## src/rtl/spi_sampler_pkg.sv

```systemverilog
`timescale 1ns/1ps
`default_nettype none
// +--------------------------------------------------------------------------+
// | Module      : spi_sampler_pkg                                            |
// | Description : Shared types and helpers for the SPI sampling master:      |
// |               FSM state encoding and the channel-index width function.   |
// | Revision    : 1.0 - initial release                                      |
// +--------------------------------------------------------------------------+
package spi_sampler_pkg;

    // Explicitly encoded 2-bit FSM state
    typedef enum logic [1:0] {
        ST_IDLE  = 2'd0,
        ST_SETUP = 2'd1,
        ST_SHIFT = 2'd2,
        ST_HOLD  = 2'd3
    } state_t;

    // Width of a channel index; never narrower than one bit so that a
    // single-channel build still has a legal port.
    function automatic int ch_width(input int num_ch);
        return (num_ch > 1) ? $clog2(num_ch) : 1;
    endfunction

endpackage
`default_nettype wire

```

## src/rtl/spi_clk_div.sv

```systemverilog
`timescale 1ns/1ps
`default_nettype none
// +--------------------------------------------------------------------------+
// | Module      : spi_clk_div                                                |
// | Description : SCLK generator. A half-period down-counter toggles sclk    |
// |               every CLK_DIV system clocks while enabled; sclk parks high |
// |               and the counter clears whenever the enable is low.         |
// | Ports       : clk, rst_l      - system clock, async active-low reset     |
// |               i_en            - run the divider                          |
// |               o_sclk          - registered SPI clock (idle high)         |
// |               o_rise          - strobe on the edge that drives sclk high |
// |               o_phase_end     - current half-period ends on this edge    |
// | Revision    : 1.0 - initial release                                      |
// +--------------------------------------------------------------------------+
module spi_clk_div #(
    parameter int CLK_DIV = 2
) (
    input  logic clk,
    input  logic rst_l,
    input  logic i_en,
    output logic o_sclk,
    output logic o_rise,
    output logic o_phase_end
);

    localparam int                 c_CNT_W   = (CLK_DIV > 1) ? $clog2(CLK_DIV) : 1;
    localparam logic [c_CNT_W-1:0] c_CNT_MAX = c_CNT_W'(CLK_DIV - 1);

    logic [c_CNT_W-1:0] r_cnt;
    logic               r_sclk;

    // A counter value of zero on an enabled edge means "toggle now", so the
    // very first enabled edge produces the initial falling edge of sclk.
    always_ff @(posedge clk or negedge rst_l) begin
        if (!rst_l) begin
            r_cnt  <= '0;
            r_sclk <= 1'b1;
        end else if (!i_en) begin
            r_cnt  <= '0;
            r_sclk <= 1'b1;
        end else if (r_cnt == '0) begin
            r_cnt  <= c_CNT_MAX;
            r_sclk <= ~r_sclk;
        end else begin
            r_cnt  <= r_cnt - 1'b1;
        end
    end

    // Phase-end does not depend on the enable, which keeps the top-level
    // next-state logic (that produces the enable) free of loops.
    assign o_phase_end = (r_cnt == '0);
    assign o_rise      = i_en && o_phase_end && !r_sclk;
    assign o_sclk      = r_sclk;

endmodule
`default_nettype wire

```

## src/rtl/spi_sampler.sv

```systemverilog
`timescale 1ns/1ps
`default_nettype none
// +--------------------------------------------------------------------------+
// | Module      : spi_sampler                                                |
// | Description : SPI sampling master. Reads FRAME_BITS-bit frames (MSB      |
// |               first) from NUM_CH slaves sharing SCLK/SDO, either on a    |
// |               manual start or from a free-running refresh timer with a   |
// |               round-robin channel pointer. Frames are presented with     |
// |               their channel through a valid/ack handshake; a frame that  |
// |               lands on an unconsumed one raises the sticky overrun flag. |
// | Ports       : clk, rst_l      - system clock, async active-low reset     |
// |               sdo             - serial data from selected slave          |
// |               auto_en         - enable timer-driven acquisition          |
// |               start, ch_sel   - manual one-cycle request and channel     |
// |               data_ack        - consumer accepts data_out                |
// |               sclk, cs_n      - SPI clock (idle high), chip selects      |
// |               busy            - conversion in progress                   |
// |               data_valid, data_out, data_ch - frame handshake            |
// |               overrun         - sticky, cleared only by reset            |
// | Revision    : 1.0 - initial release                                      |
// +--------------------------------------------------------------------------+
module spi_sampler
    import spi_sampler_pkg::*;
#(
    parameter  int CLK_DIV        = 2,
    parameter  int FRAME_BITS     = 16,
    parameter  int NUM_CH         = 1,
    parameter  int REFRESH_CYCLES = 40_000,
    localparam int CH_W           = ch_width(NUM_CH)
) (
    input  logic                  clk,
    input  logic                  rst_l,
    input  logic                  sdo,
    input  logic                  auto_en,
    input  logic                  start,
    input  logic [CH_W-1:0]       ch_sel,
    input  logic                  data_ack,
    output logic                  sclk,
    output logic [NUM_CH-1:0]     cs_n,
    output logic                  busy,
    output logic                  data_valid,
    output logic [FRAME_BITS-1:0] data_out,
    output logic [CH_W-1:0]       data_ch,
    output logic                  overrun
);

    localparam int                  c_WAIT_W   = (CLK_DIV > 1) ? $clog2(CLK_DIV) : 1;
    localparam logic [c_WAIT_W-1:0] c_WAIT_MAX = c_WAIT_W'(CLK_DIV - 1);
    localparam int                  c_BIT_W    = $clog2(FRAME_BITS + 1);
    localparam logic [c_BIT_W-1:0]  c_BIT_LAST = c_BIT_W'(FRAME_BITS);
    localparam int                  c_TMR_W    = $clog2(REFRESH_CYCLES);
    localparam logic [c_TMR_W-1:0]  c_TMR_MAX  = c_TMR_W'(REFRESH_CYCLES - 1);
    localparam logic [CH_W:0]       c_NUM_CH   = (CH_W + 1)'(NUM_CH);
    localparam logic [CH_W-1:0]     c_LAST_CH  = CH_W'(NUM_CH - 1);

    // ------------------------------------------------------------------
    // Registers
    // ------------------------------------------------------------------
    state_t                  r_state;
    logic [c_WAIT_W-1:0]     r_wait;
    logic [c_BIT_W-1:0]      r_bit_cnt;
    logic [FRAME_BITS-1:0]   r_shift;
    logic [CH_W-1:0]         r_ch;
    logic [NUM_CH-1:0]       r_cs_n;
    logic                    r_busy;
    logic                    r_data_valid;
    logic [FRAME_BITS-1:0]   r_data_out;
    logic [CH_W-1:0]         r_data_ch;
    logic                    r_overrun;
    logic [c_TMR_W-1:0]      r_timer;
    logic                    r_tick_pend;
    logic [CH_W-1:0]         r_auto_ptr;

    // ------------------------------------------------------------------
    // Combinational nets
    // ------------------------------------------------------------------
    state_t                  w_state_next;
    logic                    w_in_idle;
    logic                    w_start_ok;
    logic                    w_accept;
    logic                    w_serve_tick;
    logic [CH_W-1:0]         w_req_ch;
    logic [CH_W-1:0]         w_ch_next;
    logic [NUM_CH-1:0]       w_ch_hit;
    logic                    w_frame_done;
    logic                    w_sclk;
    logic                    w_rise;
    logic                    w_phase_end;
    logic                    w_div_en;
    logic [NUM_CH-1:0]       w_cs_n_next;
    logic                    w_busy_next;

    // ------------------------------------------------------------------
    // Request arbitration: an in-range manual start beats a pending tick,
    // and the tick stays pending for the next idle cycle.
    // ------------------------------------------------------------------
    assign w_in_idle    = (r_state == ST_IDLE);
    assign w_start_ok   = start && ({1'b0, ch_sel} < c_NUM_CH);
    assign w_accept     = w_in_idle && (w_start_ok || r_tick_pend);
    assign w_serve_tick = w_in_idle && !w_start_ok && r_tick_pend;
    assign w_req_ch     = w_start_ok ? ch_sel : r_auto_ptr;
    assign w_ch_next    = w_accept ? w_req_ch : r_ch;

    // The frame is complete once every bit has been sampled and the final
    // high phase has run its full length.
    assign w_frame_done = (r_state == ST_SHIFT) && (r_bit_cnt == c_BIT_LAST)
                          && w_phase_end && w_sclk;

    // Driving the divider from the next state lets the first sclk fall land
    // on the same edge that enters SHIFT, and lets the divider park sclk high
    // on the edge that leaves it.
    assign w_div_en = (w_state_next == ST_SHIFT);

    spi_clk_div #(
        .CLK_DIV     (CLK_DIV)
    ) u_clk_div (
        .clk         (clk),
        .rst_l       (rst_l),
        .i_en        (w_div_en),
        .o_sclk      (w_sclk),
        .o_rise      (w_rise),
        .o_phase_end (w_phase_end)
    );

    // ------------------------------------------------------------------
    // FSM: state register
    // ------------------------------------------------------------------
    always_ff @(posedge clk or negedge rst_l) begin
        if (!rst_l) begin
            r_state <= ST_IDLE;
        end else begin
            r_state <= w_state_next;
        end
    end

    // ------------------------------------------------------------------
    // FSM: next-state logic
    // ------------------------------------------------------------------
    always_comb begin
        w_state_next = r_state;
        case (r_state)
            ST_IDLE:  if (w_accept)      w_state_next = ST_SETUP;
            ST_SETUP: if (r_wait == '0)  w_state_next = ST_SHIFT;
            ST_SHIFT: if (w_frame_done)  w_state_next = ST_HOLD;
            ST_HOLD:  if (r_wait == '0)  w_state_next = ST_IDLE;
            default:                     w_state_next = ST_IDLE;
        endcase
    end

    // ------------------------------------------------------------------
    // FSM: output logic (next values of the registered bus outputs)
    // ------------------------------------------------------------------
    for (genvar gi = 0; gi < NUM_CH; gi++) begin : g_cs_dec
        assign w_ch_hit[gi] = (w_ch_next == CH_W'(gi));
    end

    always_comb begin
        w_cs_n_next = '1;
        w_busy_next = 1'b0;
        case (w_state_next)
            ST_SETUP, ST_SHIFT: begin
                w_cs_n_next = ~w_ch_hit;
                w_busy_next = 1'b1;
            end
            ST_HOLD: begin
                w_busy_next = 1'b1;
            end
            default: begin
                w_cs_n_next = '1;
                w_busy_next = 1'b0;
            end
        endcase
    end

    always_ff @(posedge clk or negedge rst_l) begin
        if (!rst_l) begin
            r_cs_n <= '1;
            r_busy <= 1'b0;
        end else begin
            r_cs_n <= w_cs_n_next;
            r_busy <= w_busy_next;
        end
    end

    // ------------------------------------------------------------------
    // Datapath: phase timer, bit counter, shift register, latched channel
    // ------------------------------------------------------------------
    always_ff @(posedge clk or negedge rst_l) begin
        if (!rst_l) begin
            r_wait    <= '0;
            r_bit_cnt <= '0;
            r_shift   <= '0;
            r_ch      <= '0;
        end else begin
            // SETUP and HOLD each last CLK_DIV cycles from entry.
            if (w_state_next != r_state) begin
                r_wait <= c_WAIT_MAX;
            end else if (r_wait != '0) begin
                r_wait <= r_wait - 1'b1;
            end

            if (w_accept) begin
                r_ch      <= w_req_ch;
                r_bit_cnt <= '0;
            end else if (w_rise) begin
                r_shift   <= {r_shift[FRAME_BITS-2:0], sdo};
                r_bit_cnt <= r_bit_cnt + 1'b1;
            end
        end
    end

    // ------------------------------------------------------------------
    // Output handshake. A completing frame takes priority over an ack on
    // the same edge: the new frame is loaded, valid stays high, and the ack
    // counts as consuming the old frame so no overrun is flagged.
    // ------------------------------------------------------------------
    always_ff @(posedge clk or negedge rst_l) begin
        if (!rst_l) begin
            r_data_valid <= 1'b0;
            r_data_out   <= '0;
            r_data_ch    <= '0;
            r_overrun    <= 1'b0;
        end else if (w_frame_done) begin
            r_data_valid <= 1'b1;
            r_data_out   <= r_shift;
            r_data_ch    <= r_ch;
            if (r_data_valid && !data_ack) begin
                r_overrun <= 1'b1;
            end
        end else if (data_ack) begin
            r_data_valid <= 1'b0;
        end
    end

    // ------------------------------------------------------------------
    // Refresh timer, one-deep pending tick and round-robin pointer.
    // A wrap on the same edge a tick is served re-arms the pending flag.
    // ------------------------------------------------------------------
    always_ff @(posedge clk or negedge rst_l) begin
        if (!rst_l) begin
            r_timer     <= '0;
            r_tick_pend <= 1'b0;
        end else if (!auto_en) begin
            r_timer     <= '0;
            r_tick_pend <= 1'b0;
        end else if (r_timer == c_TMR_MAX) begin
            r_timer     <= '0;
            r_tick_pend <= 1'b1;
        end else begin
            r_timer <= r_timer + 1'b1;
            if (w_serve_tick) begin
                r_tick_pend <= 1'b0;
            end
        end
    end

    always_ff @(posedge clk or negedge rst_l) begin
        if (!rst_l) begin
            r_auto_ptr <= '0;
        end else if (w_serve_tick) begin
            r_auto_ptr <= (r_auto_ptr == c_LAST_CH) ? '0 : r_auto_ptr + 1'b1;
        end
    end

    // ------------------------------------------------------------------
    // Outputs (all registered)
    // ------------------------------------------------------------------
    assign sclk       = w_sclk;
    assign cs_n       = r_cs_n;
    assign busy       = r_busy;
    assign data_valid = r_data_valid;
    assign data_out   = r_data_out;
    assign data_ch    = r_data_ch;
    assign overrun    = r_overrun;

endmodule
`default_nettype wire
```

## config.mk

```make
export PLATFORM = sky130hd
export DESIGN_NAME = spi_sampler
export DESIGN_NICKNAME = d
export VERILOG_FILES = /design/src/rtl/spi_sampler_pkg.sv /design/src/rtl/spi_clk_div.sv /design/src/rtl/spi_sampler.sv
export SDC_FILE = /design/constraint.sdc
export NUM_CORES = 1
export LEC_CHECK = 0
export CORE_MARGIN = 2
export CORE_UTILIZATION = 40
export CTS_BUF_LIST = sky130_fd_sc_hd__clkbuf_4
export DETAILED_ROUTE_END_ITERATION = 8
export GPL_TIMING_DRIVEN = 0
export PLACE_DENSITY = 0.74
export REMOVE_ABC_BUFFERS = 1
export SLEW_MARGIN = 20
export SYNTH_ARGS = -nofsm -noshare
export SYNTH_HDL_FRONTEND = slang
export SYNTH_SLANG_ARGS = --single-unit
```

## constraint.sdc

```tcl
create_clock -name clk -period 2.9 [get_ports clk]
set_clock_uncertainty 0.1 [all_clocks]
set_input_delay 0.435 -clock clk [delete_from_list [all_inputs] [get_ports clk]]
set_output_delay 0.435 -clock clk [all_outputs]
set_load 0.05 [all_outputs]
```

Yosys cells after proc, flatten, opt, wreduce, memory -nomap -nowiden
Index checks and enable logic that the tools add are counted.
Operators by class
  $lt $le $gt $ge: 1
  bitwise operators: 3
  mux-type cells: 25
  reduce and logical (&&, ||, !) cells: 21
  add/sub/neg operators: 5
  equal/unequal tests: 11
Operator list (count)
  $mux W16: 2
  $add A16 B1 Y16 const B: 1
  $eq A16 B16 Y1 const B: 1
  $mux W1: 16
  $logic_and A1 B1 Y1: 10
  $mux W5: 2
  $eq A2 B2 Y1 const B: 4
  $mux W2: 4
  $pmux W2 S4: 1
  $add A5 B1 Y5 const B: 1
  $eq A5 B5 Y1 const B: 1
  $eq A2 B1 Y1 const B: 2
  $reduce_and A2 Y1: 2
  $reduce_bool A2 Y1: 2
  $logic_not A1 Y1: 3
  $ne A3 B1 Y1 const B: 1
  $not A1 Y1: 3
  $reduce_or A3 Y1: 1
  $logic_not A2 Y1: 1
  $ne A2 B2 Y1: 1
  $ne A2 B2 Y1 const B: 1
  $reduce_or A2 Y1: 1
  $sub A1 B1 Y1 const B: 2
  $add A1 B1 Y1 const B: 1
  2 further kinds: 2
Storage, ports and cells
  output and inout port bits: 22
  register bits after elaboration: 66
  word-level logic and storage cells: 82

Longest topological paths before layout
  word-level depth: 11
  depth in mapped cells: 12
  mapped depth without buffers: 11

Hierarchy
Synthesis repeated with hierarchy kept, for this count alone.
Unflattened totals
  cell total of the unflattened synthesis: 215
  area, all modules: 2808.9 µm²
By module, submodules not included
  spi_sampler: cells an instance 208, area an instance 2725.1 µm², seq. area each 1577.8 µm², times used 1
  spi_clk_div: cells an instance 7, area an instance 83.8 µm², seq. area each 51.3 µm², times used 1

Worst setup path after synthesis
OpenSTA, ideal clock, no wires.
  kind: flip-flop to flip-flop
  from: register r_bit_cnt[0]
  to: register r_shift[10]
  buffers on the path: 2
  setup time: 125 ps
  cell stages (with the launch flop): 13
  setup slack: 78 ps
  arrival time: 2597 ps
  cell sequence: dfrtp_1 -> inv_1 -> ha_1 -> nor2b_1 -> nand4_1 -> buf_1 -> nand3_1 -> inv_1 -> ha_1 -> nor3b_2 -> nand2_1 -> buf_2 -> mux2_2
On the way
  word-level cells in the longest chain between the ends: 10
Ends and longest elaborated chain
  from (decl): line spi_sampler.sv:61  | logic [c_BIT_W-1:0] r_bit_cnt;
  from (signal assigned): line spi_sampler.sv:207  | r_bit_cnt <= r_bit_cnt + 1'b1;
  $eq A5 B5 Y1: line spi_sampler.sv:106  | assign w_frame_done = (r_state == ST_SHIFT) && (r_bit_cnt == c_BIT_LAST)
  $logic_and A1 B1 Y1: line spi_sampler.sv:106
  $logic_and A1 B1 Y1 (2 in series): line spi_sampler.sv:107  | && w_phase_end && w_sclk;
  $mux W2: line spi_sampler.sv:144  | ST_SHIFT: if (w_frame_done) w_state_next = ST_HOLD;
  $pmux W2 S4: line spi_sampler.sv:141  | case (r_state)
  named net w_state_next[0]: line spi_sampler.sv:77  | state_t w_state_next;
  $eq A2 B2 Y1: line spi_sampler.sv:112  | assign w_div_en = (w_state_next == ST_SHIFT);
  $logic_and A1 B1 Y1 (2 in series): line spi_clk_div.sv:52  | assign o_rise = i_en && o_phase_end && !r_sclk;
  $reduce_and A2 Y1 (no source line)
  to (signal assigned): line spi_sampler.sv:206  | r_shift <= {r_shift[FRAME_BITS-2:0], sdo};
  to (decl): line spi_sampler.sv:62  | logic [FRAME_BITS-1:0] r_shift;
The timed path passes the listed nets, and every way through them passes these cells.
A chain may end at the register's enable or synchronous reset.

Worst setup path in the final report
  from: register r_bit_cnt[0]
  to: register r_shift[7]
The elaborated chain is that of the path after synthesis.

==> results.sh <==
export IMPL_htreeDepth=3
export IMPL_clk_pin_slew_worst_paths_ps=110
export IMPL_first_pass_iters=4
export IMPL_stdcell_count=331
export IMPL_ant_nets=0
export IMPL_fin_ws_ps=257
export IMPL_hold_path_class="flop to flop"
export IMPL_drc_errors=0
export IMPL_insertion_delay_ps=400
export IMPL_start_kind="flop"
export IMPL_dp_hpwl_microns=2840
export IMPL_syn_to_final_growth_pct=19.9
export IMPL_pre_cts_ws_ps=-971
export IMPL_cts_root_buffer="clkbuf_4"
export IMPL_relSlewSlack_pct=58.2
export IMPL_timing_fmax_mhz=378
export IMPL_final_cell_mix="63 x dfrtp_1, 33 x mux2_2, 27 x clkdlybuf4s50_1"
export IMPL_start_util_pct=41.9
export IMPL_wl_per_cell_microns=13.7
export IMPL_yosysWarnings=0
export IMPL_worstPathArrival_ps=2840
export IMPL_period_needed_ps=2640
export IMPL_num_vias=1635
export IMPL_min_period_over_period_pct=91.1
export IMPL_num_antenna_cells=0
export IMPL_cts_buffers=9
export IMPL_fp_dieArea_sq_um=7440
export IMPL_placed_cells=313
export IMPL_p_leak_nw=1.42
export IMPL_syn_inst=211
export IMPL_setup_violations_final=0
export IMPL_cts_tree="done"
export IMPL_fin_nets=262
export IMPL_portBuffers=28
export IMPL_mostFrequentLayoutCell="dfrtp_1"
export IMPL_syn_area_per_cell_sq_um=12.8
export IMPL_die_x_microns=86.3
export IMPL_synth_top_cell_by_area="dfrtp_1"
export IMPL_synth_cell_type_count=33
export IMPL_endpoint_kind="flop"
export IMPL_clkSinkCount=65
export IMPL_synth_area_leaders="dfrtp_1 58%, mux2_2 14%, xnor2_1 4.5%"
export IMPL_std_cell_rows=29
export IMPL_coreArea_sq_um=6460
export IMPL_routed_wl_microns=4520
export IMPL_crit_required_ps=3090
export IMPL_drtIter0Drc=62
export IMPL_critPathKind="flop to flop"
export IMPL_outcome="complete, no violations"
export IMPL_grt_usage_pct=14.1
export IMPL_rsz0062_at_grt="false"
export IMPL_grt_pass1_wl_microns=7970
export IMPL_die_height_microns=86.3
export IMPL_antenna_found_initial=0
export IMPL_worst_pin_slew_ps=626
export IMPL_cp_max_fo=16
export IMPL_grt_pass1_vias=1676
export IMPL_ir_drop_mv=0.347
export IMPL_max_clock_path_buffers=2
export IMPL_ys_seq_area_share_pct=60.2
export IMPL_overflow=0
export IMPL_ys_ff_latch=65
export IMPL_netlist_area_sq_um=2710
export IMPL_pin_count=29
export IMPL_p_per_area_nw_per_um2=482
export IMPL_max_cap_violations=0
export IMPL_drive_gt1_share_pct=23.6
export IMPL_final_max_slew_viol_count=0
export IMPL_hold_viol=0
export IMPL_routabilityCongestion=0.837
export IMPL_netlist_area_leader_share_pct=58.2
export IMPL_avgViaCountPerCell=4.94
export IMPL_grt_max_degree=36
==> synthesized netlist by cell type (all sizes together) <==
library cell	number
o21bai	1
nor2b	3
nor2	24
or3	1
and3	1
nor4b	1
ha	5
o21a	2
nor3b	1
xor2	6
xnor2	14
buf	4
nand4	7
inv	7
nor3	4
nand3	5
nand2b	2
a21oi	1
o31ai	1
mux2	33
or4	1
or4b	1
nand2	12
and2	1
a21boi	1
nor4	5
dfstp	2
o21ai	1
or2	1
dfrtp	63
==> logic make-up (layout without fill, tap and decap cells) <==
family | count (synthesis) | in the layout | synth area share [%]
and+or+nand+nor | 70 | 71 | 13.4
buffers and inverters | 11 | 53 | 2.17
AOI/OAI and AO/OA | 7 | 7 | 1.76
muxes | 33 | 33 | 13.7
xor gates and xnor gates | 20 | 20 | 6.47
DFF | 65 | 65 | 60.2
adders and majority gates | 5 | 5 | 2.31
==> final cells by class <==
type,count,area (sq um)
fillers,577,3210
repair buffers,31,315
clock buffers,9,67.6
well taps,77,96.3
inverters,7,26.3
clock inverters,6,70.1
multi-input cells,136,1040
flip-flops and latches,65,1630
==> worst max-delay path, cell delays in order, from the launching register on <==
cell     delay (ps)
dfrtp_1         420
inv_1            60
ha_1            180
nor2b_1         150
nand4_1         130
nand3_1         110
inv_1           120
ha_1            200
nor3b_4         360
nand2_2         320
mux2_2          370
==> metrics by stage <==
step	setup TNS [ps]	total power [mW]	instance area [sq um]	hold slack, ps	util, %
finish	0	1.57	3250	364	50.3
global route	0	1.64	3250	394	50.3
CTS	0	1.59	3230	365	50.1
detailed placement	-16990	0.993	3070	289	47.5
global placement	-63200	0.989	3050	349	47.2
floorplan	-3800	0.958	2680	39.4	-
==> sequential cells by signal (all words and copies together), names as in the netlist, 2 cells and up <==
| register | flops |
|---|---|
| data_out | 16 |
| r_bit_cnt | 5 |
| r_shift | 16 |
| r_state | 2 |
| r_timer | 16 |
==> final timing paths <==
path,from,slack (ps),end,cells after the start
min in group asynchronous,rst_l,380,r_shift[2]$_DFFE_PN0P_,2
setup / recovery,r_bit_cnt[0]$_DFFE_PN0P_,260,r_shift[7]$_DFFE_PN0P_,10
hold reg to reg,r_timer[0]$_DFF_PN0_,360,r_timer[0]$_DFF_PN0_,1
hold / removal,r_timer[0]$_DFF_PN0_,360,r_timer[0]$_DFF_PN0_,1
setup reg to reg,r_bit_cnt[0]$_DFFE_PN0P_,260,r_shift[7]$_DFFE_PN0P_,10
max in group asynchronous,rst_l,1740,u_clk_div.o_sclk$_DFFE_PN1P_,3
==> power by group <==
part           leakage [nW]  switching [mW]  internal, mW
sequential            0.840         0.00899         0.918
clock                0.0642           0.331         0.260
combinational         0.519          0.0267        0.0210
==> routing by layer <==
| metal | global-route usage (%) | part of all wire [%] | vias to the layer above |
|---|---|---|---|
| met1 | 19.5 | 52 | 792 |
| met3 | 4.38 | 5.3 | 8 |
| met2 | 19.5 | 41 | 28 |
| li1 | - | - | 807 |
| met5 | 0 | 0 | - |
| met4 | 8.10 | 1.8 | 0 |
==> timing repair <==
action / CTS / global route
setup endpoints to repair: 22 / 16
endpoints found under the hold margin: 30 / 0
gates cloned: 1 / 0
hold buffers: 1 / 0
gates resized for setup: 1 / 3
setup buffers: 1 / 0
pin swaps: 1 / 0
Power figures use the tool's default switching activity.
